--- src/rtl/div_pkg.sv ---
// Shared types and constants for the iterative restoring divider.
// Imported by the FSM top and the single-step datapath.
package div_pkg;

  localparam int WIDTH = 16;

  typedef enum logic [1:0] {
    IDLE = 2'd0,
    CALC = 2'd1,
    DONE = 2'd2
  } state_t;

  localparam logic [WIDTH-1:0] ALL_ONES = '1;

endpackage

--- src/rtl/div_step.sv ---
// One restoring division iteration, purely combinational.
// Chainable for an unrolled or pipelined divider.
module div_step
  import div_pkg::*;
#(
  parameter int W = WIDTH
) (
  input  logic [W-1:0] rem,
  input  logic [W-1:0] quot,
  input  logic [W-1:0] n,
  output logic [W-1:0] rem_nx,
  output logic [W-1:0] quot_nx
);

  logic [W:0]   t;
  logic [W-1:0] diff;
  logic         ge;

  // rem may hold N-1 with its MSB set, so the shifted
  // partial remainder needs the extra top bit to compare.
  assign t    = {rem, quot[W-1]};
  assign ge   = t >= {1'b0, n};
  assign diff = t[W-1:0] - n;

  assign rem_nx  = ge ? diff : t[W-1:0];
  assign quot_nx = {quot[W-2:0], ge};

endmodule

--- src/rtl/wal_div.sv ---
// Iterative restoring divider: 2W/W -> W quotient, W remainder.
// One quotient bit per clock, start/busy/done handshake.
module wal_div
  import div_pkg::*;
#(
  parameter int WIDTH = div_pkg::WIDTH
) (
  input  logic               clk,
  input  logic               rst,
  input  logic               start,
  input  logic [2*WIDTH-1:0] O,
  input  logic [WIDTH-1:0]   N,
  output logic [WIDTH-1:0]   M,
  output logic [WIDTH-1:0]   R,
  output logic               busy,
  output logic               done,
  output logic               div_zero,
  output logic               overflow
);

  localparam int CW = $clog2(WIDTH);
  localparam logic [CW-1:0] LAST = CW'(WIDTH - 1);

  state_t           state;
  logic [WIDTH-1:0] rem;
  logic [WIDTH-1:0] quot;
  logic [WIDTH-1:0] nreg;
  logic [CW-1:0]    count;
  logic             pend_z;
  logic             pend_o;
  logic [WIDTH-1:0] rem_nx;
  logic [WIDTH-1:0] quot_nx;

  div_step #(.W(WIDTH)) u_step (
    .rem     (rem),
    .quot    (quot),
    .n       (nreg),
    .rem_nx  (rem_nx),
    .quot_nx (quot_nx)
  );

  always_ff @(posedge clk) begin
    if (rst) begin
      state    <= IDLE;
      rem      <= '0;
      quot     <= '0;
      nreg     <= '0;
      count    <= '0;
      pend_z   <= 1'b0;
      pend_o   <= 1'b0;
      M        <= '0;
      R        <= '0;
      busy     <= 1'b0;
      done     <= 1'b0;
      div_zero <= 1'b0;
      overflow <= 1'b0;
    end else begin
      done <= 1'b0;
      unique case (state)
        IDLE, DONE: begin
          state <= IDLE;
          if (start) begin
            div_zero <= 1'b0;
            overflow <= 1'b0;
            pend_z   <= 1'b0;
            pend_o   <= 1'b0;
            count    <= '0;
            nreg     <= N;
            state    <= CALC;
            // Exceptions take one CALC cycle with busy low,
            // so their result lands exactly one edge later.
            if (N == '0) begin
              pend_z <= 1'b1;
              rem    <= O[WIDTH-1:0];
            end else if (O[2*WIDTH-1:WIDTH] >= N) begin
              pend_o <= 1'b1;
              rem    <= ALL_ONES;
            end else begin
              rem  <= O[2*WIDTH-1:WIDTH];
              quot <= O[WIDTH-1:0];
              busy <= 1'b1;
            end
          end
        end
        CALC: begin
          if (pend_z || pend_o) begin
            M        <= ALL_ONES;
            R        <= rem;
            div_zero <= pend_z;
            overflow <= pend_o;
            pend_z   <= 1'b0;
            pend_o   <= 1'b0;
            done     <= 1'b1;
            state    <= DONE;
          end else begin
            rem   <= rem_nx;
            quot  <= quot_nx;
            count <= count + 1'b1;
            if (count == LAST) begin
              M     <= quot_nx;
              R     <= rem_nx;
              done  <= 1'b1;
              busy  <= 1'b0;
              state <= DONE;
            end
          end
        end
        default: state <= IDLE;
      endcase
    end
  end

endmodule

--- config.mk ---
export PLATFORM = sky130hd
export DESIGN_NAME = wal_div
export DESIGN_NICKNAME = d
export VERILOG_FILES = /design/src/rtl/div_pkg.sv /design/src/rtl/div_step.sv /design/src/rtl/wal_div.sv
export SDC_FILE = /design/constraint.sdc
export NUM_CORES = 1
export LEC_CHECK = 0
export ABC_AREA = 1
export BUFFER_PORTS_ARGS = -buffer_cell sky130_fd_sc_hd__clkbuf_2
export CAP_MARGIN = 20
export CORE_ASPECT_RATIO = 0.8
export CORE_MARGIN = 2
export CORE_UTILIZATION = 38
export CTS_BUF_LIST = sky130_fd_sc_hd__clkbuf_4 sky130_fd_sc_hd__clkbuf_8 sky130_fd_sc_hd__clkbuf_16
export DETAILED_ROUTE_END_ITERATION = 12
export GPL_TIMING_DRIVEN = 0
export PLACE_DENSITY_LB_ADDON = 0.05
export SLEW_MARGIN = 10
export SYNTH_ARGS = -nofsm -noshare
export SYNTH_HDL_FRONTEND = slang
export SYNTH_SLANG_ARGS = --single-unit
--- constraint.sdc ---
create_clock -name clk -period 2.24 [get_ports clk]
set_input_delay 0.112 -clock clk [delete_from_list [all_inputs] [get_ports clk]]
set_output_delay 0.112 -clock clk [all_outputs]
set_load 0.02 [all_outputs]
==> flow_summary.ini <==
[status]
status = finished, final reports clean

[timing]
rsz0062_at_grt = no
layout_setup_ws_ns = 0.0685
skew_ns = 0.0116
max_freq_mhz = 461
finalWorstPathRequiredPeriod_ns = 2.17
fin_crit_sh_pct = 96.9
finalSetupViolCount = 0
fin_hold_ws_ns = 0.0696
hold_violations = 0
slew_viol_final = 0
worst_pin_slew_ns = 0.607
slew_headroom_pct = 59.6

[floorplanning]
die-area_mm2 = 0.0168
die_w_um = 144
coreArea_mm2 = 0.0152
die_y_um = 116
ios = 87
rows = 40
start_util_pct = 39.3

[setup_path]
crit_chain = ha_4 -> nand2_1 -> nand2_1 -> inv_1 -> nand2_2 -> nor3b_4 -> nor2_4 -> nand2_8 -> buf_12 -> nand2_4 -> nand3_1 -> nand2_1 -> a21oi_2
arrival_ns = 2.40
regToRegEndpoint = R[4]
slowest_delay_ns = 0.50
path_class = reg -> reg
critPathTopFamily = simple AND/OR/NAND/NOR gates
end_kind = flop
critPathMaxFanout = 10
startpoint_type = flop
critPathBufInv = 2
reg2reg_depth = 13
r2r-start = rem[11]
required_ns = 2.47
r2r_slack_ns = 0.07
crit_top_cell = nand2_1
crit_slowest_cell = dfxtp_1

[cts]
clk_path_buf_depth = 2
holdBufCountCts = 0
cts_max_level = 3
cts.sinks = 92
root_buffer = clkbuf_16
cts_tree = yes
clock_latency_ns = 0.36
path_clk_slew_ns = 0.08
cts_buffers = 9

[hold_path]
hp-class = in -> reg
hold_end = nreg[14]
hold_depth = 3
hp-start = N[14]

[route]
vias = 6000
drcViolationCount = 0
wl_per_cell_um = 15.9
drt_iter0_drc = 448
ant_nets = 0
vias_per_cell = 4.95
routed_wirelength_um = 19200
drtPass1Iterations = 5

[finish]
fin_cells = 1211
fin_nets = 1081
postLayoutCellArea_mm2 = 0.00714
diodes = 0
drive_gt1_share_pct = 22.4
n_fill_cell = 1697
area_growth_pct = 19.4

[logic_synthesis]
yosys_register_bits = 92
synth_common_cells = nand2_1 (233), inv_1 (103), a21oi_1 (93), dfxtp_1 (92), o21ai_0 (82)
synth_edf_count = 0
avgSynthCellArea_um2 = 6.67
yosysTopAreaCell = dfxtp_1
synth-main-ff-cell = dfxtp_1
synth_cell_types = 42
synth_top_cell_area_share_pct = 30.8
synthArstFlopShare_pct = 0
yosysSeqAreaShare_pct = 30.8
syn_inst = 897
yosysWarnings = 0
yosysMostFrequentCell = nand2_1
synth_nets = 982
synth_area_leaders = dfxtp_1 (31%), nand2_1 (15%), a21oi_1 (7.8%), ha_1 (6.9%), o21ai_0 (6.9%)
syn_area_mm2 = 0.00598

[pwr]
vdd_drop_max_mv = 0.444
p_leak_nw = 3.50
powerDensity_mw_per_mm2 = 801

[global_route]
grt-ovfl-total = 0
grt_pass1_vias = 5382
antenna_found_initial = 0
grt_usage_pct = 23.2
grt_pass1_wl_um = 29400
grt_max_degree = 20

[place]
placed_cell_area_mm2 = 0.00667
dp_slack_ns = -0.101
dp.cells = 1192
hpwl_um = 15400
io_buffers = 85
gp_congestion = 0.878

[run]
maxCapViolations = 0
## cell families after synthesis
family,synth area share [%]
flip-flops,30.8
adder cells (fa/ha/maj),7.24
AND/OR/NAND/NOR,31.4
buffers and inverters,10.5
AO/OA/AOI/OAI,18.9
XOR/XNOR,1.17
## worst register-to-register path, delay by kind of cell, from the launching register on
family | cells | cell delay (ns)
fa+ha+maj | 1 | 0.28
compound gates | 1 | 0.06
simple gates | 9 | 0.94
buf+inv | 2 | 0.25
flops | 1 | 0.50
## where the power goes
part           total, W  switching (W)  internal, W
registers       0.00191       0.000124      0.00178
clock network   0.00156       0.000767     0.000794
logic           0.00226        0.00145     0.000806
total           0.00572        0.00234      0.00338
## layer usage
layer	vias to the layer above	part of all wire, %	global-route usage, %
li1	3116	-	-
met4	0	0.77	4.47
met5	-	0	0
met3	13	6.8	4.96
met1	2697	53	36.5
met2	174	39	32.3
## worst max path at each step
stage | startpoint | endpoint | slack (ns) | depth (start not counted)
4_1_cts | rem[8] | R[4] | 0.01 | 14
6_report | rem[11] | R[4] | 0.07 | 13
3_5_place_dp | rem[8] | R[4] | -0.10 | 14
5_1_grt | nreg[14] | R[6] | 0.006 | 11
3_3_place_gp | rem[8] | R[6] | -0.11 | 14
2_1_floorplan | rem[10] | R[8] | 0.35 | 14
## flip-flops by register name (all words and copies together) (netlist names), 2 cells and up
signal  cells
count       4
rem        16
M          16
nreg       16
R          16
quot       16
state       2
## per-stage QoR
stage	power (W)	util (%)	setup TNS (ns)
final	0.00572	46.9	0
after CTS	0.00564	46.0	0
after floorplan	0.00348	-	0
after global routing	0.00610	46.9	0
after global placement	0.00406	43.8	-0.920
after detailed placement	0.00406	43.8	-0.868
## cell usage in the layout (no fill, tap or decap), types with 3 or more instances in the layout
cell       count
nand2_1      226
nand3_1       48
ha_2           5
nand2_2       16
nor2_4         3
xor2_1         5
buf_4          6
dfxtp_2       11
o221a_2        4
a21oi_2       17
nand3_2        5
xnor2_1        3
nor3_1         6
ha_1          21
nor2_2         9
nand2_4       12
ha_4           7
inv_2          9
nor2_1        55
a21oi_1       92
inv_1        103
clkbuf_16      9
clkbuf_1      24
buf_2          8
nand4_1       19
o21ai_0       82
clkinv_4       3
clkbuf_2      86
dfxtp_1       81
## final cells by class
class | count | area [µm²] | area share [%]
Multi-Input combinational cell | 652 | 3640 | 51.0
Sequential cell | 92 | 1860 | 26.0
Timing Repair Buffer | 88 | 448 | 6.27
Inverter | 113 | 424 | 5.94
Tap cell | 210 | 263 | 3.68
Clock buffer | 9 | 225 | 3.15
Buffer | 40 | 204 | 2.86
Clock inverter | 7 | 81.3 | 1.14
## timing repair
action,4_1_cts,5_1_grt
gates cloned,0,0
resized for setup,1,37
pin swaps,1,5
setup endpoints to repair,16,40
setup buffers,2,1
No activity file was read; power rests on OpenSTA's default activity.
